File: src/rtl/ccg_bist_controller.sv
// ccg_bist_controller
//
// BIST sequencer for generated combinational benchmark circuits. A Galois
// LFSR drives the CUT input bus, each pattern is held for SETTLE_CYCLES
// cycles, and the CUT response is compacted into a Galois MISR on the last
// cycle of each window. After PATTERNS captures the signature is compared
// against golden_sig to produce a single pass bit.
//
// Ports
//   clk           rising-edge clock
//   rst           synchronous active-high reset
//   start         begin a run (honoured in IDLE or DONE only)
//   abort         cancel a run in progress / leave DONE
//   golden_sig    expected final signature
//   cut_out       CUT response word
//   cut_in        pattern driven to the CUT (0 when not busy)
//   busy          run in progress
//   done          run complete, pass valid
//   pass          final signature matched golden_sig
//   signature     current MISR contents
//   pattern_count patterns captured so far in this run
module ccg_bist_controller #(
  parameter int                N_IN          = 26,
  parameter int                N_OUT         = 30,
  parameter int                PATTERNS      = 1024,
  parameter int                SETTLE_CYCLES = 1,
  parameter logic [N_IN-1:0]   SEED          = N_IN'(1),
  parameter logic [N_IN-1:0]   LFSR_POLY     = N_IN'('h47),
  parameter logic [N_OUT-1:0]  MISR_POLY     = N_OUT'('h53),
  localparam int               CW            = $clog2(PATTERNS + 1)
) (
  input  logic             clk,
  input  logic             rst,
  input  logic             start,
  input  logic             abort,
  input  logic [N_OUT-1:0] golden_sig,
  input  logic [N_OUT-1:0] cut_out,
  output logic [N_IN-1:0]  cut_in,
  output logic             busy,
  output logic             done,
  output logic             pass,
  output logic [N_OUT-1:0] signature,
  output logic [CW-1:0]    pattern_count
);

  // Settle counter only has to reach SETTLE_CYCLES-1.
  localparam int SW = (SETTLE_CYCLES > 1) ? $clog2(SETTLE_CYCLES) : 1;

  localparam logic [SW-1:0]   SETTLE_LAST = SW'(SETTLE_CYCLES - 1);
  localparam logic [CW-1:0]   PAT_LAST    = CW'(PATTERNS - 1);
  // An all-zero LFSR would lock up, so a zero seed is promoted to 1.
  localparam logic [N_IN-1:0] SEED_EFF    = (SEED == '0) ? N_IN'(1) : SEED;

  typedef enum logic [1:0] {
    S_IDLE = 2'd0,
    S_RUN  = 2'd1,
    S_DONE = 2'd2
  } state_t;

  state_t           state, state_next;

  logic [N_IN-1:0]  lfsr;
  logic [N_IN-1:0]  lfsr_next;
  logic [N_OUT-1:0] sig_next;
  logic [SW-1:0]    settle;

  logic             load;       // start honoured this cycle
  logic             capture;    // last cycle of a settle window, not aborted
  logic             last_cap;   // capture of the final pattern

  // ---------------------------------------------------------------------
  // Next-value functions for the two shift registers.
  // ---------------------------------------------------------------------
  always_comb begin
    lfsr_next = {lfsr[N_IN-2:0], 1'b0} ^ (lfsr[N_IN-1] ? LFSR_POLY : '0);
    sig_next  = {signature[N_OUT-2:0], 1'b0}
              ^ (signature[N_OUT-1] ? MISR_POLY : '0)
              ^ cut_out;
  end

  // ---------------------------------------------------------------------
  // FSM: state register
  // ---------------------------------------------------------------------
  always_ff @(posedge clk) begin
    if (rst) state <= S_IDLE;
    else     state <= state_next;
  end

  // ---------------------------------------------------------------------
  // FSM: next-state logic
  // abort beats a coincident capture; in DONE a new start beats abort so a
  // back-to-back rerun is never lost.
  // ---------------------------------------------------------------------
  always_comb begin
    state_next = state;
    case (state)
      S_IDLE: if (start) state_next = S_RUN;
      S_RUN: begin
        if (abort)         state_next = S_IDLE;
        else if (last_cap) state_next = S_DONE;
      end
      S_DONE: begin
        if (start)         state_next = S_RUN;
        else if (abort)    state_next = S_IDLE;
      end
      default:             state_next = S_IDLE;
    endcase
  end

  // ---------------------------------------------------------------------
  // FSM: outputs and datapath strobes
  // ---------------------------------------------------------------------
  always_comb begin
    busy     = (state == S_RUN);
    done     = (state == S_DONE);
    load     = (state != S_RUN) && start;
    capture  = busy && !abort && (settle == SETTLE_LAST);
    last_cap = capture && (pattern_count == PAT_LAST);
    cut_in   = busy ? lfsr : '0;
  end

  // ---------------------------------------------------------------------
  // Datapath: LFSR, MISR, counters, pass flag
  // ---------------------------------------------------------------------
  always_ff @(posedge clk) begin
    if (rst) begin
      lfsr          <= '0;
      signature     <= '0;
      pattern_count <= '0;
      settle        <= '0;
      pass          <= 1'b0;
    end else if (load) begin
      lfsr          <= SEED_EFF;
      signature     <= '0;
      pattern_count <= '0;
      settle        <= '0;
      pass          <= 1'b0;
    end else if (busy && !abort) begin
      if (capture) begin
        lfsr          <= lfsr_next;
        signature     <= sig_next;
        pattern_count <= pattern_count + CW'(1);
        settle        <= '0;
        // Compare the signature including this final capture.
        if (last_cap) pass <= (sig_next == golden_sig);
      end else begin
        settle <= settle + SW'(1);
      end
    end else if (done && abort) begin
      pass <= 1'b0;
    end
  end

endmodule

File: config.mk
export PLATFORM = sky130hd
export DESIGN_NAME = ccg_bist_controller
export DESIGN_NICKNAME = d
export VERILOG_FILES = /design/src/rtl/ccg_bist_controller.sv
export SDC_FILE = /design/constraint.sdc
export NUM_CORES = 1
export LEC_CHECK = 0
export CAP_MARGIN = 20
export CORE_UTILIZATION = 45
export DETAILED_ROUTE_END_ITERATION = 12
export PLACE_DENSITY = 0.81
export SYNTH_ARGS = -nofsm -noshare
export SYNTH_HDL_FRONTEND = slang
export SYNTH_SLANG_ARGS = --single-unit
File: constraint.sdc
create_clock -name clk -period 1.9 [get_ports clk]
set_input_delay 0.38 -clock clk [delete_from_list [all_inputs] [get_ports clk]]
set_output_delay 0.38 -clock clk [all_outputs]
set_load 0.01 [all_outputs]
==> flow_metrics.tcl <==
set metrics [dict create \
    core_region_area_um2 7850 \
    clk-insertion-delay-late_ns 0.35 \
    fin_area_um2 5650 \
    switching_share_pct 23.4 \
    clk_path_buf_depth 2 \
    grt_pass1_wl_mm 15.5 \
    whs_path_depth 2 \
    status "finished clean" \
    fmax_mhz 539 \
    grt_pass1_vias 3265 \
    netlist_instances 399 \
    p_int_mw 2.73 \
    drc_errors 0 \
    drt_iter0_drc 139 \
    final_layout_size_suffix_gt1_share_pct 11.9 \
    path_depth 2 \
    finalClockSkew_ns 0.0107 \
    min_path_type "flop to flop" \
    hold_buffers 0 \
    fp.dieW_um 92.6 \
    synth_top_area_cell "dfxtp_1" \
    min-delay-start "lfsr[14]" \
    synth-warning-count 0 \
    grt_max_degree 36 \
    worstSetupStartpoint "signature[29]" \
    combPwrFrac_pct 18.7 \
    via_count 3392 \
    path_class "flop to output port" \
    crit_fanout 5 \
    r2r_start "state[1]" \
    placed_cell_area_um2 5420 \
    cp-end-kind "output port" \
    first_pass_iters 4 \
    crit_chain "buf_4 > clkdlybuf4s50_1" \
    ys_seq_area_share_pct 38.5 \
    cts-root-buf "clkbuf_8" \
    cts-htree-levels 3 \
    power.share.clock_pct 37.8 \
    timing.hold.ws_ns 0.464 \
    track_usage_pct 23.4 \
    setup_violations 0 \
    n_fill_cell 585 \
    grt-ovfl-total 0 \
    max_cap_violations 0 \
    p_per_area_nw_per_um2 631 \
    seqPwrFrac_pct 43.5 \
    synthTopCellsByArea "dfxtp_1, xnor3_1, xnor2_1, a211oi_1, nand2_1" \
    synth.cell_area_um2 3690 \
    place_congestion 0.883 \
    die_h_um 92.6 \
    critPathBufInv 2 \
    post-route-min-period_ns 1.85 \
    r2r_cells 7 \
    worst_path_max_delay_cell "clkdlybuf4s50_1" \
    dp_slack_ns -0.183 \
    rsz0062_at_grt "no" \
    cp.required_ns 1.52 \
    vias_per_cell 5.09 \
    hold_viol 0 \
    pin_count 134 \
    cts_tree "done" \
    tightestPinTransition_ns 0.315 \
    cp.arrival_ns 1.47 \
    setup_slack_ns 0.0460 \
    die_area_um2 8570 \
    clkSlewWorstSetupHoldPaths_ns 0.07 \
    fp-row-count 32 \
    drv_slew 0 \
    synth_top_cell_area_share_pct 38.5 \
    diodes 0 \
    max_slew_margin_pct 78.8 \
    path_delay_family "buffers and inverters" \
    clock_sinks 71 \
    cts_buffers 9 \
    cpPeakStageDelay_ns 0.56 \
    ant_nets 0 \
    io_buffers 133 \
    startpoint_type "flop" \
    power.leakage_nw 2.22 \
    ys_types 34 \
    wl_per_cell_um 14.7 \
    dp_hpwl_mm 7.61 \
    wl_mm 9.81 \
    finalNetCount 625 \
    max-vdd-ir-drop_uv 473 \
    synth_seq_cells 71 \
    syn2layout_area_growth_pct 52.9 \
    switchingPower_uw 833 \
    start_util_pct 47.1 \
    finalCritPeriodShare_pct 97.6 \
    syn_area_per_cell_um2 9.25 \
    antenna_found_initial 0 \
    syn_nets 464 \
]
-- power by group through the flow --
| stage | Sequential (mW) | Clock (mW) | Combinational (mW) |
|---|---|---|---|
| 2_1_floorplan | 1.58 | 0 | 0.303 |
| 6_report | 1.55 | 1.35 | 0.665 |
| 3_5_place_dp | 1.58 | 0 | 0.653 |
| 3_3_place_gp | 1.58 | 0 | 0.644 |
| 5_1_grt | 1.55 | 1.43 | 0.710 |
| 4_1_cts | 1.55 | 1.36 | 0.657 |
-- cell usage in the layout (no fill, tap or decap), types with 4 or more instances in the layout --
cell / count
xor2_1: 7
xnor2_1: 42
clkdlybuf4s15_1: 12
buf_4: 35
nor2_1: 41
nand2_1: 60
clkdlybuf4s50_1: 105
o21ai_0: 4
and2_1: 26
a211oi_1: 30
clkbuf_2: 4
buf_12: 5
or3_1: 4
nand4_1: 7
a21oi_1: 31
clkbuf_8: 11
dlygate4sd2_1: 12
dfxtp_1: 70
xnor3_1: 22
nor4_1: 4
-- repair_timing --
item,4_1_cts,5_1_grt
cloned,0,1
buffers inserted,0,0
endpoints found under the setup margin,28,17
resized for setup,30,22
-- sequential cells by signal, indices dropped and copies added (netlist names) --
signal and count:
lfsr 26, pass 1, pattern_count 11, settle 1
signature 30, state 2
-- cell usage after synthesis (all sizes together) --
master  number
nor4b        2
nor3         1
a21oi       31
xnor2       42
clkbuf       7
and4         1
o21ai        4
dfxtp       71
o21a         2
or3          4
nand3b       2
inv          3
nand2b       2
ha           1
and3         1
o32a         1
nor2b        2
xnor3       22
o31a         1
mux2i        1
buf         17
nand3        3
a31oi        1
xor2         7
a211oi      30
and2        26
nand2       60
nor4         5
nor2        41
nand4        8
-- final cells by class --
cell class,count,area (µm²),area share [%]
repair buffers,174,1680,29.8
well taps,102,128,2.26
flip-flops and latches,71,1420,25.2
multi-input cells,301,2180,38.6
clock buffers,13,159,2.81
inverters,3,11.3,0.199
clock inverters,3,65.1,1.15
-- cells by family after synthesis --
family          after synthesis  synth area share [%]
buf+inv                      27                  3.12
mux                           1                 0.271
fa+ha+maj                     1                 0.339
simple gates                158                  20.8
flops                        71                  38.5
xor+xnor                     71                  25.0
compound gates               70                  11.9
-- final timing paths --
path,endpoint,slack (ns)
setup / recovery,signature[29],0.05
hold / removal,lfsr[15],0.46
setup reg to reg,pass,0.24
hold reg to reg,lfsr[15],0.46
-- layer usage --
| layer | routed length [µm] | vias to the layer above | global-route usage, % |
|---|---|---|---|
| met4 | 172 | 0 | 8.72 |
| met5 | 0 | - | 0 |
| met3 | 579 | 19 | 5.09 |
| met2 | 5040 | 114 | 42.5 |
| met1 | 4020 | 1575 | 26.7 |
| li1 | - | 1684 | - |
-- metrics by stage --
stage	std cells	power, mW	TNS, ns	util (%)
after global routing	667	3.69	0	72.0
after global placement	650	2.22	-3.32	69.1
after detailed placement	650	2.24	-6.07	69.1
after floorplan	399	1.89	0	-
final	667	3.56	0	72.0
after CTS	666	3.57	0	71.5
-- worst reg2reg max path, stage by stage, from the launching register on --
cell and delay [ns]:
dfxtp_1 0.32, buf_4 0.15, nor4b_1 0.33, buf_4 0.17, nand4_1 0.09, nor4_1 0.28
nand4_1 0.12, mux2i_1 0.13
(Power assumes the default switching activity.)
